$ cat config.mk
export PLATFORM = sky130hd
export DESIGN_NAME = aqp_esp_uart_tx_flat
export DESIGN_NICKNAME = d
export VERILOG_FILES = /design/src/rtl/aqp_esp_uart_tx_if.sv /design/src/rtl/aqp_esp_uart_tx.sv /design/src/flat_wrapper.sv
export SDC_FILE = /design/constraint.sdc
export NUM_CORES = 1
export LEC_CHECK = 0
export ABC_AREA = 1
export CAP_MARGIN = 20
export CORE_MARGIN = 2
export CORE_UTILIZATION = 55
export CTS_BUF_LIST = sky130_fd_sc_hd__clkbuf_4 sky130_fd_sc_hd__clkbuf_8
export CTS_CLUSTER_DIAMETER = 200
export CTS_CLUSTER_SIZE = 30
export DETAILED_ROUTE_END_ITERATION = 10
export PLACE_DENSITY = 0.73
export SLEW_MARGIN = 20
export SYNTH_ARGS = -nofsm -noshare
export SYNTH_HDL_FRONTEND = slang
export SYNTH_SLANG_ARGS = --single-unit
$ cat constraint.sdc
create_clock -name clk -period 2.75 [get_ports clk]
set_input_delay 0.275 -clock clk [delete_from_list [all_inputs] [get_ports clk]]
set_output_delay 0.275 -clock clk [all_outputs]
set_load 0.01 [all_outputs]
$ cat src/rtl/aqp_esp_uart_tx_if.sv
// Byte-stream handshake into the ESP UART transmitter.
// A byte moves on a clk edge where tx_valid && tx_ready.
interface aqp_esp_uart_tx_if;
  logic [7:0] tx_data;
  logic       tx_valid;
  logic       tx_ready;

  modport master (output tx_data, output tx_valid, input tx_ready);
  modport slave  (input tx_data, input tx_valid, output tx_ready);
endinterface

$ cat src/rtl/aqp_esp_uart_tx.sv
// 8N1 UART transmitter toward the ESP: byte FIFO in front of an LSB-first serializer,
// with frame launches gated by the ESP's active-low CTS.
module aqp_esp_uart_tx #(
  parameter int unsigned CLKS_PER_BIT    = 6,
  parameter int unsigned FIFO_DEPTH_LOG2 = 3
) (
  input  logic                 clk,
  input  logic                 reset,
  aqp_esp_uart_tx_if.slave     tx,
  input  logic                 uart_cts_n,
  output logic                 uart_txd,
  output logic                 tx_busy
);

  localparam int unsigned Depth = 1 << FIFO_DEPTH_LOG2;
  localparam int unsigned CntW  = (CLKS_PER_BIT > 1) ? $clog2(CLKS_PER_BIT) : 1;

  typedef enum logic [1:0] {StIdle, StStart, StData, StStop} state_e;

  logic                       cts_meta_q, cts_sync_q, cts_ok;
  logic [7:0]                 mem_q [Depth];
  logic [FIFO_DEPTH_LOG2-1:0] wr_ptr_q, rd_ptr_q;
  logic [FIFO_DEPTH_LOG2:0]   count_q, count_d;
  state_e                     state_q, state_d;
  logic [CntW-1:0]            clk_cnt_q, clk_cnt_d;
  logic [2:0]                 bit_cnt_q, bit_cnt_d;
  logic [7:0]                 shift_q, shift_d;
  logic                       txd_q, txd_d;
  logic                       push, pop, bit_end, fifo_nonempty, launch_ok;

  assign cts_ok        = ~cts_sync_q;
  assign fifo_nonempty = (count_q != '0);
  assign tx.tx_ready   = (count_q != (FIFO_DEPTH_LOG2 + 1)'(Depth));
  assign push          = tx.tx_valid && tx.tx_ready;
  assign bit_end       = (clk_cnt_q == CntW'(CLKS_PER_BIT - 1));
  assign launch_ok     = fifo_nonempty && cts_ok;
  assign uart_txd      = txd_q;
  assign tx_busy       = fifo_nonempty || (state_q != StIdle);

  // Synchronizer resets to "not clear" so nothing launches before CTS is seen.
  always_ff @(posedge clk or posedge reset) begin
    if (reset) begin
      cts_meta_q <= 1'b1;
      cts_sync_q <= 1'b1;
    end else begin
      cts_meta_q <= uart_cts_n;
      cts_sync_q <= cts_meta_q;
    end
  end

  always_ff @(posedge clk) begin
    if (push) begin
      mem_q[wr_ptr_q] <= tx.tx_data;
    end
  end

  always_comb begin
    count_d = count_q;
    unique case ({push, pop})
      2'b10:   count_d = count_q + 1'b1;
      2'b01:   count_d = count_q - 1'b1;
      default: count_d = count_q;
    endcase
  end

  always_ff @(posedge clk or posedge reset) begin
    if (reset) begin
      wr_ptr_q  <= '0;
      rd_ptr_q  <= '0;
      count_q   <= '0;
      state_q   <= StIdle;
      clk_cnt_q <= '0;
      bit_cnt_q <= '0;
      shift_q   <= '0;
      txd_q     <= 1'b1;
    end else begin
      if (push) wr_ptr_q <= wr_ptr_q + 1'b1;
      if (pop)  rd_ptr_q <= rd_ptr_q + 1'b1;
      count_q   <= count_d;
      state_q   <= state_d;
      clk_cnt_q <= clk_cnt_d;
      bit_cnt_q <= bit_cnt_d;
      shift_q   <= shift_d;
      txd_q     <= txd_d;
    end
  end

  always_comb begin
    state_d   = state_q;
    bit_cnt_d = bit_cnt_q;
    shift_d   = shift_q;
    txd_d     = txd_q;
    pop       = 1'b0;
    if (state_q == StIdle || bit_end) begin
      clk_cnt_d = '0;
    end else begin
      clk_cnt_d = clk_cnt_q + 1'b1;
    end

    unique case (state_q)
      StIdle: begin
        txd_d = 1'b1;
        if (launch_ok) begin
          pop     = 1'b1;
          shift_d = mem_q[rd_ptr_q];
          txd_d   = 1'b0;
          state_d = StStart;
        end
      end
      StStart: begin
        if (bit_end) begin
          txd_d     = shift_q[0];
          bit_cnt_d = '0;
          state_d   = StData;
        end
      end
      StData: begin
        if (bit_end) begin
          shift_d = shift_q >> 1;
          if (bit_cnt_q == 3'd7) begin
            txd_d   = 1'b1;
            state_d = StStop;
          end else begin
            bit_cnt_d = bit_cnt_q + 3'd1;
            txd_d     = shift_q[1];
          end
        end
      end
      StStop: begin
        if (bit_end) begin
          // Chain straight into the next start bit when another byte is waiting.
          if (launch_ok) begin
            pop     = 1'b1;
            shift_d = mem_q[rd_ptr_q];
            txd_d   = 1'b0;
            state_d = StStart;
          end else begin
            txd_d   = 1'b1;
            state_d = StIdle;
          end
        end
      end
      default: state_d = StIdle;
    endcase
  end

endmodule

$ cat src/flat_wrapper.sv
// flat-port wrapper written by rule: the top's interface ports become plain ports
module aqp_esp_uart_tx_flat 
#(
  parameter int unsigned CLKS_PER_BIT    = 6,
  parameter int unsigned FIFO_DEPTH_LOG2 = 3
)
  (clk, reset, uart_cts_n, uart_txd, tx_busy, tx_tx_data, tx_tx_valid, tx_tx_ready);
  aqp_esp_uart_tx_if tx_i ();
  input  logic clk;
  input  logic reset;
  input  logic uart_cts_n;
  output logic uart_txd;
  output logic tx_busy;
  input wire logic [$bits(tx_i.tx_data)-1:0] tx_tx_data;
  input wire logic [$bits(tx_i.tx_valid)-1:0] tx_tx_valid;
  output wire logic [$bits(tx_i.tx_ready)-1:0] tx_tx_ready;
  assign tx_i.tx_data = tx_tx_data;
  assign tx_i.tx_valid = tx_tx_valid;
  assign tx_tx_ready = tx_i.tx_ready;
  aqp_esp_uart_tx #(.CLKS_PER_BIT(CLKS_PER_BIT), .FIFO_DEPTH_LOG2(FIFO_DEPTH_LOG2)) u_core (.clk(clk), .reset(reset), .tx(tx_i), .uart_cts_n(uart_cts_n), .uart_txd(uart_txd), .tx_busy(tx_busy));
endmodule
==> flow_summary.ini <==
[cells_and_area]
nNetsFinal = 442
syn2layout_area_growth_pct = 10.5
final_layout_size_suffix_gt1_share_pct = 8.06
multi_input_comb_area_um2 = 1270
antenna_cells = 0
fillers = 598
layoutNonFillerInstCount = 521
area.sequential_um2 = 2650
final_util_pct = 62.8

[place]
pre_cts_ws_ns = 0.397
place.detailed.instances = 505
placement.io_buffers = 14
place_congestion = 0.823
dp.final_hpwl_mm = 5.60

[routing]
vias_per_cell = 5.29
post-route-drc-count = 0
wire_per_inst_um = 15.8
drt_first_pass_iters = 6
drtAntennaViolNets = 0
wl_mm = 8.22
drt-initial-drc-count = 307
dr_total_vias = 2755

[clocking]
hold_buffers_post_cts = 0
numClockSinks = 93
cts.root.buffer_cell = sky130_fd_sc_hd__clkbuf_8
cts_tree = yes
worst_skew_pair.late_latency_ns = 0.35
number_of_cts_inserted_buffers = 9
clkTransAtPathRegs_ns = 0.09
post-cts-setup-buffer-count = 0
cts.htree.levels = 3
post_cts_resize_count = 0
max-clock-path-buffers = 2

[yosys]
yosys.area.top_type = sky130_fd_sc_hd__edfxtp_1
syn_nets = 425
ys_dominant_reg_cell = sky130_fd_sc_hd__edfxtp_1
netlist_area_um2 = 4120
syn-instance-count = 400
postSynthRegisterBits = 93
yosys.cell_count.top_type = sky130_fd_sc_hd__nand2_1
post_synthesis_average_cell_area_um2 = 10.3
async_set_or_reset_register_ratio_after_synthesis_pct = 31.2
yosysSeqAreaShare_pct = 64.3
post_synth_edffs = 64
yosys-top-cells-area = sky130_fd_sc_hd__edfxtp_1, sky130_fd_sc_hd__dfrtp_1, sky130_fd_sc_hd__nand2_1, sky130_fd_sc_hd__nand3_1, sky130_fd_sc_hd__ha_1
post_synth_num_cell_types = 26
synth.top_cell.area_share_pct = 46.6
yosys_warnings = 0
synth.top_cells.by_count = sky130_fd_sc_hd__nand2_1, sky130_fd_sc_hd__nand3_1, sky130_fd_sc_hd__edfxtp_1

[setup_path]
worst_ep_arrival_time_ns = 2.59
critical_path_class = flop to flop
setup.worst_path.start_class = flop
critPathMaxStageDelay_ns = 0.42
critPathRequiredTime_ns = 2.99
critPathCaptureType = flop
worstPathMaxFanout = 5
worstPathCellList = inv_1 -> ha_1 -> inv_1 -> nand3_1 -> a21oi_2 -> ha_1 -> nand2_1 -> inv_1 -> nor2_1 -> ha_1 -> a21oi_1 -> xor2_1 -> o21ai_0
critical_path.slowest_cell = sky130_fd_sc_hd__dfrtp_1

[global_routing]
grt.overflow.total = 0
grtUsageTotal_pct = 21.4
grt_pass1_vias = 2665
grt_pass1_wl_mm = 13.5
grt_antenna_before_repair = 0
maximum_number_of_pins_on_one_net_before_global_route_repair = 35

[timing]
worst_clock_skew_ns = 0.00822
rsz_0062_raised_after_global_routing = false
finalCritPeriodShare_pct = 85.4
maxSlewHeadroom_pct = 51.4
setup_ws_ns = 0.401
timing_max_transition_violations_final = 0
period_minus_slack_ns = 2.35
report.final.setup_viol = 0
timing.setup.tns_ns = 0
highest_attainable_clock_frequency_mhz = 426
timing_worst_slew_pin_value_ns = 0.726
hold_viol = 0

[job]
max_capacitance_violation_count = 0

[worst_hold_path]
worst_min_path_class = primary input to asynchronous set/reset pin

[floorplan]
die-height_um = 90.6
design.portCount = 15
core_um2 = 7250
rows = 31
area_enclosed_by_the_die_boundary_um2 = 8200
initial_utilization_pct = 56.8
dieWidth_um = 90.6

[power]
pwr_density_cell_nw_per_um2 = 1040
max-vdd-ir-drop_v = 0.000417
p_leak_uw = 0.00192

[run_status]
status = finished, final reports clean
==> stage by stage <==
step | cell area, um2 | power (uW) | hold slack (ns)
after floorplan | 4120 | 3390 | 0.279
after global placement | 4350 | 3760 | 0.346
after detailed placement | 4350 | 3850 | 0.354
after CTS | 4550 | 4770 | 0.287
after global routing | 4550 | 5110 | 0.312
final | 4550 | 4740 | 0.282
==> cell families (layout without fill, tap and decap cells) <==
kind of cell               count (synthesis)  after routing  synth area share (%)
and+or+nand+nor                          220            220                  22.5
xor gates and xnor gates                   5              5                  1.06
AOI/OAI and AO/OA                         22             22                  3.28
adders and majority gates                 13             13                  3.95
DFF                                       93             93                  64.3
buffers and inverters                     47             69                  4.86
==> power breakdown <==
part	total, uW	switching, uW	internal, uW	leakage [uW]
Combinational	1770	1180	587	0.000877
Clock	918	476	442	0.000104
Sequential	2060	214	1840	0.000936
==> cell usage in the layout, fill, tap and decap left out, types with 3 or more instances in the layout <==
master                            instances
sky130_fd_sc_hd__a21oi_1                  5
sky130_fd_sc_hd__buf_4                    5
sky130_fd_sc_hd__clkbuf_8                 9
sky130_fd_sc_hd__clkdlybuf4s50_1         14
sky130_fd_sc_hd__dfrtp_1                 26
sky130_fd_sc_hd__dfstp_2                  3
sky130_fd_sc_hd__edfxtp_1                64
sky130_fd_sc_hd__ha_1                    13
sky130_fd_sc_hd__inv_1                   30
sky130_fd_sc_hd__inv_2                    3
sky130_fd_sc_hd__nand2_1                119
sky130_fd_sc_hd__nand3_1                 68
sky130_fd_sc_hd__nand4_1                  3
sky130_fd_sc_hd__nor2_1                  26
sky130_fd_sc_hd__o21ai_0                 12
sky130_fd_sc_hd__xor2_1                   3
==> flip-flops by register name, summed over array words and instances, names as in the netlist <==
| register | cells |
|---|---|
| u_core.rd_ptr_q | 3 |
| u_core.shift_q | 8 |
| u_core.cts_meta_q | 1 |
| u_core.wr_ptr_q | 3 |
| u_core.cts_sync_q | 1 |
| u_core.count_q | 4 |
| u_core.uart_txd | 1 |
| u_core.bit_cnt_q | 3 |
| u_core.mem_q | 64 |
| u_core.clk_cnt_q | 3 |
| u_core.state_q | 2 |
==> layout make-up <==
class / count / area share (%)
multi-input cells: 260 / 27.9
repair buffers: 19 / 3.90
flip-flops and latches: 93 / 58.2
well taps: 99 / 2.72
inverters: 34 / 2.80
clock buffers: 10 / 2.89
clock inverters: 6 / 1.57
==> worst max-delay path: cells and delay by family (launching register included) <==
family | cells | cell delay [ns]
AO/OA/AOI/OAI | 3 | 0.43
XOR/XNOR | 1 | 0.15
adder cells (fa/ha/maj) | 3 | 0.73
buffers and inverters | 3 | 0.26
flip-flops | 1 | 0.42
AND/OR/NAND/NOR | 3 | 0.25
==> layer usage <==
layer	part of all wire (%)	track usage [%]
met5	0	0
met4	0.84	5.77
met3	7.5	4.34
met2	48	34.5
met1	43	29.8
==> final timing paths <==
check                      cells past startpoint               from  slack, ns           endpoint
max                                           13  u_core.state_q[0]       0.40  u_core.count_q[2]
min                                            3              reset       0.28  u_core.count_q[3]
max reg2reg                                   13  u_core.state_q[0]       0.40  u_core.count_q[2]
min reg2reg                                    0  u_core.cts_meta_q       0.36  u_core.cts_sync_q
max in group asynchronous                      3              reset       2.15    u_core.uart_txd
min in group clk                               1         uart_cts_n       0.32  u_core.cts_meta_q
No activity file was read; power rests on OpenSTA's default activity.
